<file path="config.mk">
export PLATFORM = sky130hd
export DESIGN_NAME = reset_key_filter
export DESIGN_NICKNAME = d
export VERILOG_FILES = /design/src/rtl/reset_key_filter.sv
export SDC_FILE = /design/constraint.sdc
export NUM_CORES = 1
export LEC_CHECK = 0
export ABC_CLOCK_PERIOD_IN_PS = 4800
export BUFFER_PORTS_ARGS = -buffer_cell sky130_fd_sc_hd__buf_2
export CORE_MARGIN = 2
export CORE_UTILIZATION = 60
export DETAILED_ROUTE_END_ITERATION = 12
export PLACE_DENSITY_LB_ADDON = 0.2
export SYNTH_ARGS = -nofsm -noshare
export SYNTH_HDL_FRONTEND = slang
export SYNTH_SLANG_ARGS = --single-unit
</file>
<file path="constraint.sdc">
create_clock -name CLK -period 4.8 [get_ports CLK]
set_clock_uncertainty 0.1 [all_clocks]
set_input_delay 0.72 -clock CLK [delete_from_list [all_inputs] [get_ports CLK]]
set_output_delay 0.72 -clock CLK [all_outputs]
set_load 0.005 [all_outputs]
</file>
<file path="src/rtl/reset_key_filter.sv">
// rtl/reset_key_filter.sv - debounced reset pushbutton and software reset merge into a fixed-width reset pulse
module reset_key_filter #(
  parameter int DEB_CYCLES   = 1000000,
  parameter int PULSE_CYCLES = 50000,
  parameter int LONG_CYCLES  = 100000000
) (
  input  logic CLK,
  input  logic RESET,
  input  logic KEY_N,
  input  logic SW_RESET_REQ,
  output logic SYS_RESET_N,
  output logic LONG_PRESS,
  output logic BUSY
);

  // One shared counter serves both debounce windows and the pulse width.
  localparam int CNT_MAX = (DEB_CYCLES > PULSE_CYCLES) ? DEB_CYCLES : PULSE_CYCLES;
  localparam int CW      = $clog2(CNT_MAX);
  localparam int LW      = $clog2(LONG_CYCLES);

  localparam logic [CW-1:0] DEB_LAST   = CW'(DEB_CYCLES - 1);
  localparam logic [CW-1:0] PULSE_LAST = CW'(PULSE_CYCLES - 1);
  localparam logic [CW-1:0] CNT_ONE    = CW'(1);
  localparam logic [LW-1:0] LONG_LAST  = LW'(LONG_CYCLES - 1);
  localparam logic [LW-1:0] LCNT_ONE   = LW'(1);

  typedef enum logic [1:0] {
    IDLE     = 2'd0,
    DEBOUNCE = 2'd1,
    PULSE    = 2'd2,
    HOLD     = 2'd3
  } state_t;

  state_t        state_q, state_d;
  logic [CW-1:0] cnt_q, cnt_d;
  logic [LW-1:0] lcnt_q, lcnt_d;
  logic          key_meta_q, key_meta_d;
  logic          key_s_q, key_s_d;
  logic          sys_reset_n_q, sys_reset_n_d;
  logic          long_press_q, long_press_d;
  logic          busy_q, busy_d;

  // State register: every flop, including the key synchronizer, takes its reset value here.
  always_ff @(posedge CLK) begin
    if (RESET) begin
      state_q       <= PULSE;
      cnt_q         <= '0;
      lcnt_q        <= '0;
      key_meta_q    <= 1'b1;
      key_s_q       <= 1'b1;
      sys_reset_n_q <= 1'b0;
      long_press_q  <= 1'b0;
      busy_q        <= 1'b1;
    end else begin
      state_q       <= state_d;
      cnt_q         <= cnt_d;
      lcnt_q        <= lcnt_d;
      key_meta_q    <= key_meta_d;
      key_s_q       <= key_s_d;
      sys_reset_n_q <= sys_reset_n_d;
      long_press_q  <= long_press_d;
      busy_q        <= busy_d;
    end
  end

  // Two-flop synchronizer for the asynchronous pushbutton; only key_s_q feeds the FSM.
  always_comb begin
    key_meta_d = KEY_N;
    key_s_d    = key_meta_q;
  end

  // Next-state logic: debounce press, emit the pulse, then wait for a debounced release.
  always_comb begin
    state_d = state_q;
    cnt_d   = cnt_q;
    lcnt_d  = lcnt_q;
    case (state_q)
      IDLE: begin
        lcnt_d = '0;
        if (SW_RESET_REQ) begin
          state_d = PULSE;
          cnt_d   = '0;
        end else if (!key_s_q) begin
          state_d = DEBOUNCE;
          cnt_d   = '0;
        end
      end
      DEBOUNCE: begin
        if (SW_RESET_REQ) begin
          state_d = PULSE;
          cnt_d   = '0;
        end else if (key_s_q) begin
          state_d = IDLE;
          cnt_d   = '0;
        end else if (cnt_q == DEB_LAST) begin
          state_d = PULSE;
          cnt_d   = '0;
        end else begin
          cnt_d = cnt_q + CNT_ONE;
        end
      end
      PULSE: begin
        if (cnt_q == PULSE_LAST) begin
          state_d = HOLD;
          cnt_d   = '0;
          lcnt_d  = '0;
        end else begin
          cnt_d = cnt_q + CNT_ONE;
        end
      end
      HOLD: begin
        if (key_s_q) begin
          lcnt_d = '0;
          if (cnt_q == DEB_LAST) begin
            state_d = IDLE;
            cnt_d   = '0;
          end else begin
            cnt_d = cnt_q + CNT_ONE;
          end
        end else begin
          cnt_d = '0;
          // Saturate so a key held for hours cannot produce a second long-press pulse.
          if (lcnt_q != LONG_LAST) begin
            lcnt_d = lcnt_q + LCNT_ONE;
          end
        end
      end
      default: begin
        state_d = PULSE;
        cnt_d   = '0;
        lcnt_d  = '0;
      end
    endcase
  end

  // Output logic: outputs are decoded from next state so they register on the same edge as the state.
  always_comb begin
    sys_reset_n_d = (state_d != PULSE);
    busy_d        = (state_d != IDLE);
    long_press_d  = (state_q == HOLD) && (lcnt_d == LONG_LAST) && (lcnt_q != LONG_LAST);
  end

  assign SYS_RESET_N = sys_reset_n_q;
  assign LONG_PRESS  = long_press_q;
  assign BUSY        = busy_q;

endmodule

</file>
# --- Word level (Yosys, flattened, before mapping) ---
# Index checks and enable logic that the tools add are counted.
word_totals:
  regBits: 54
  latch_bits: 0
  ram_bits: 0
  mem_bits_ro: 0
  input_bits: 4
  output_inout_bits: 3
  n_memories: 0
op_classes:
  n_addsub: 2
  multipliers: 0
  div: 0
  order_cmp: 0
  eq_ne: 9
  shift: 0
  n_mux: 21
  n_bitwise: 0
  reduce_logical: 4
op_table:
  columns: ["cell", "n"]
  rows:
  - ["2-to-1 mux 20 bit", 7]
  - ["2-to-1 mux 27 bit", 3]
  - ["one-hot mux 27 bit (3 select lines)", 1]
  - ["one-hot mux 20 bit (4 select lines)", 1]
  - ["adder 27 x 1 -> 27 bit, second input constant", 1]
  - ["== test 27 bit, second input constant", 1]
  - ["!= test 27 bit, second input constant", 1]
  - ["adder 20 x 1 -> 20 bit, second input constant", 1]
  - ["== test 20 x 16 -> 1 bit, second input constant", 1]
  - ["== test 20 bit, second input constant", 1]
  - ["2-to-1 mux 2 bit", 8]
  - ["one-hot mux 2 bit (4 select lines)", 1]
  - ["== test 2 bit, second input constant", 2]
  - ["!= test 3 bit, second input constant", 1]
  - ["== test 2 x 1 -> 1 bit, second input constant", 1]
  - ["logical AND 1 bit", 2]
  - ["zero test 2 bit", 1]
  - ["!= test 2 bit, second input constant", 1]
  - ["nonzero test 2 bit", 1]

# --- Longest topological paths before layout ---
depth:
  word_depth: 7
  ltp_mapped: 11
  ltp_nobuf: 9

# --- Worst setup path after synthesis ---
# OpenSTA, ideal clock, no wires.
synth_path:
  path_kind: "reg-to-reg"
  from: "reg cnt_q[0]"
  to: "reg long_press_q, in the netlist LONG_PRESS"
  setup_time_ns: 0.088
  t_arrival_ns: 2.112
  required_ns: 4.612
  setup_slack_ns: 2.500
  stages_incl_launch_ff: 11
  cell_sequence: "dfxtp_1 -> ha_1 -> and3_1 -> and4_1 -> a31oi_2 -> buf_4 -> o21ai_0 -> o31ai_1 -> nor4bb_1 -> nand4b_1 -> nor4_2"
synth_via:
  elab_chain_cells: 6
synth_lines:
  columns: ["item", "line_no", "rtl"]
  rows:
  - ["from (decl)", "35", "logic [CW-1:0] cnt_q, cnt_d;"]
  - ["from (signal assigned)", "56", "cnt_q <= cnt_d;"]
  - ["== test 20 x 16 -> 1 bit", "103", "if (cnt_q == PULSE_LAST) begin"]
  - ["2-to-1 mux 27 bit", "103", null]
  - ["one-hot mux 27 bit (3 select lines)", "77", "case (state_q)"]
  - ["== test 27 bit", "140", "long_press_d = (state_q == HOLD) && (lcnt_d == LONG_LAST) && (lcnt_q != LONG_LAST);"]
  - ["logical AND 1 bit (2 in a row)", "140", null]
  - ["to (signal assigned)", "61", "long_press_q <= long_press_d;"]
  - ["to (decl)", "40", "logic long_press_q, long_press_d;"]
# No other way between the ends.
# A chain may end at the register's enable or synchronous reset.

# --- Worst setup path in the final report ---
# Ends and elaborated chain as after synthesis.

==> flow_summary_export.csv <==
group,metric,value,unit
power,switching_share,0.2430,
detailed_routing,drcViolationCount,0,
worst_setup_path,path_buf_inv,0,
grt,grt_pass1_vias,2547,
timing,finalHoldViolations,0,
yosys,syn-cell-area,3093,um2
yosys,synth_flop_cell,"dfxtp_1",
yosys,yosysWarnings,0,
worst_setup_path,crit_path_max_fanout,21,
worst_setup_path,worstPathRequired,4930,ps
finish,nets,389,
finish,fin_area,3193,um2
finish,diodes,0,
floorplanning,ios,7,
floorplanning,fp.dieW,75.80,um
worst_setup_path,worstPathCellList,"ha_1 -> and3_1 -> and4_1 -> a31oi_2 -> o21ai_0 -> o31ai_1 -> nor4bb_1 -> nand4b_1 -> nor4_2",
grt,grt-ovfl-total,0,
cts,cts_tree,"yes",
timing,fmax,325.9,MHz
floorplanning,rows,26,
timing,timing.final.crit_share,0.6392,
run_status,status,"finished, final reports clean",
finish,seq_area,1081,um2
floorplanning,core-area,5042,um2
detailed_routing,drtPass1Iterations,5,
cts,path_clk_slew,110,ps
power,switching_power,180.6,uW
place,placed_area,3098,um2
job,max_cap_violations,0,
worst_setup_path,startpoint_type,"flop",
cts,clkLatencyLatePin,320,ps
detailed_routing,vias_per_cell,6.586,
yosys,synthArstFlopShare,0,
worst_setup_path,path_delay_family,"compound AO/OA/AOI/OAI gates",
worst_setup_path,worstPathArrival,3200,ps
grt,grt_usage,0.2601,
place,hpwl,4815,um
cts,cts_max_path_buffers,2,
power,p_total,743.4,uW
finish,utilization,0.6333,
worst_setup_path,slowest_delay,810,ps
worst_setup_path,crit_type,"reg2reg",
place,place.gp.congestion,0.8699,
cts,numCtsBuffers,5,
power,vdd_drop_max,0.1402,mV
detailed_routing,dr.first_iter.drc_count,237,
floorplanning,initial_core_util,0.6134,
cts,numClockSinks,54,
cts,cts_setup_buffers,0,
cts,cts_max_level,2,
timing,slew_viol_final,0,
power,clock_power_share,0.372,
place,portBuffers,6,
detailed_routing,vias,2990,
yosys,yosysSeqAreaShare,0.3495,
floorplanning,die-area,5745,um2
timing,setup-violations-final,0,
yosys,yosys_register_bits,54,
power,p_per_area,232.8,nW/um2
worst_setup_path,crit_path_end_kind,"flop",
yosys,synth_edf_count,0,
detailed_routing,drt-total-wl,7318,um
timing,period_minus_slack,3068,ps
timing,whs,323.6,ps
yosys,post_synth_num_cell_types,64,
power,pwr-share-comb,0.018,
power,p_int,562.8,uW
finish,fillers,490,
finish,area_delta_synth_final,3.236,%
yosys,synth_area_per_cell,7.850,um2
grt,antenna_found_initial,0,
timing,rsz0062_at_grt,"false",
cts,ctsHoldBuffers,0,
detailed_routing,post_drt_wl_per_cell,16.12,um
grt,grt_first_pass_wirelength,11600,um
grt,grt_start_max_net_pins,55,
floorplanning,chipHeight,75.80,um
yosys,synthesis.nets,400,
min_path,hp-class,"reg2reg",
power,seqPwrFrac,0.610,
cts,cts_resized,0,
timing,timing.slew.headroom,0.2705,
timing,tightest_slew,1092,ps
finish,multi_input_area,1869,um2
finish,drive_above_1_share,0.08333,
timing,final.setup.tns,0,ps
worst_setup_path,crit_slowest_cell,"a31oi_2",
yosys,synth_cells,394,
power,p_leak,0.001111,uW
detailed_routing,ant_nets,0,
cts,root_buffer,"clkbuf_8",
## cell usage in the layout (no fill, tap or decap), drive strengths merged, types with 10 or more instances in the layout
master  Yosys  layout
dfxtp      54      54
and3       16      16
a21oi      31      31
a311oi     13      13
nand3      24      24
a31oi      18      18
o21ai      27      27
nor2       40      40
nand2      28      28
inv         8      10
## cells by family after synthesis
kind of cell / count (synthesis) / share of synthesized area
buf+inv: 32 / 0.04611
fa+ha+maj: 2 / 0.008089
flops: 54 / 0.3495
xor+xnor: 3 / 0.008497
compound gates: 124 / 0.2613
simple gates: 179 / 0.3265
## stage by stage
step / instances / setup WS [ps]
after floorplan: 394 / 2500
after global placement: 446 / 1853
after detailed placement: 446 / 1777
after CTS: 454 / 1728
after global routing: 454 / 1412
final: 454 / 1732
## sequential cells by signal, indices dropped and copies added, names as in the netlist
name         flops
BUSY             1
key_meta_q       1
state_q          2
key_s_q          1
lcnt_q          27
cnt_q           20
LONG_PRESS       1
SYS_RESET_N      1
## power by group through the flow
stage	Combinational, uW	Sequential (uW)	Clock (uW)
2_1_floorplan	10.6	463	0
3_3_place_gp	13.4	464	0
3_5_place_dp	13.5	464	0
4_1_cts	13.5	454	279
5_1_grt	15.3	454	296
6_report	13.5	454	276
## metal layers
metal  wire length [um]  track usage  vias to the layer above
met3                345      0.05556                       15
met1               3197       0.3157                     1407
met4                124      0.07992                        0
met5                  0            0                        -
met2               3650       0.4579                       99
li1                   -            -                     1469
## Yosys cell counts, types with 2 or more instances
cell type / count / share of area
dfxtp_1: 54 / 0.35
nor2_1: 38 / 0.046
a21oi_1: 31 / 0.050
nand2_1: 28 / 0.034
nand3_1: 22 / 0.036
o21ai_0: 21 / 0.034
a31oi_1: 17 / 0.034
and3_1: 14 / 0.028
clkbuf_1: 14 / 0.017
a311oi_1: 13 / 0.037
nand4_1: 9 / 0.018
nor2b_1: 9 / 0.018
o211ai_1: 9 / 0.022
and2_1: 8 / 0.016
inv_1: 8 / 0.0097
buf_2: 6 / 0.0097
nor3_1: 6 / 0.0097
o21ai_1: 6 / 0.0097
nor3b_1: 5 / 0.012
a211oi_1: 4 / 0.0097
a41oi_1: 4 / 0.011
nand4b_1: 4 / 0.011
or3_1: 4 / 0.0081
nand3b_1: 3 / 0.0073
nor4_1: 3 / 0.0061
or4_1: 3 / 0.0073
xnor2_1: 3 / 0.0085
a22o_1: 2 / 0.0057
a22oi_1: 2 / 0.0049
a31o_2: 2 / 0.0057
and3_2: 2 / 0.0049
and4_1: 2 / 0.0057
buf_4: 2 / 0.0049
ha_1: 2 / 0.0081
nand3_2: 2 / 0.0065
nor4b_1: 2 / 0.0057
or2_1: 2 / 0.0040
or2_2: 2 / 0.0040
## path summary, 6_finish.rpt
check | start | end | slack (ps) | cells after the start
min reg2reg | key_meta_q | key_s_q | 320 | 1
max | cnt_q[0] | LONG_PRESS | 1730 | 9
max reg2reg | cnt_q[0] | LONG_PRESS | 1730 | 9
min | key_meta_q | key_s_q | 320 | 1
## cell type report
type                    instances  share of cell area
inverters                       8            0.009404
repair buffers                  6            0.009404
multi-input cells             308              0.5854
flip-flops and latches         54              0.3386
clock buffers                   5             0.02155
well taps                      70             0.02743
clock inverters                 3            0.008229
Note: power is estimated with default switching activity, not from simulation.
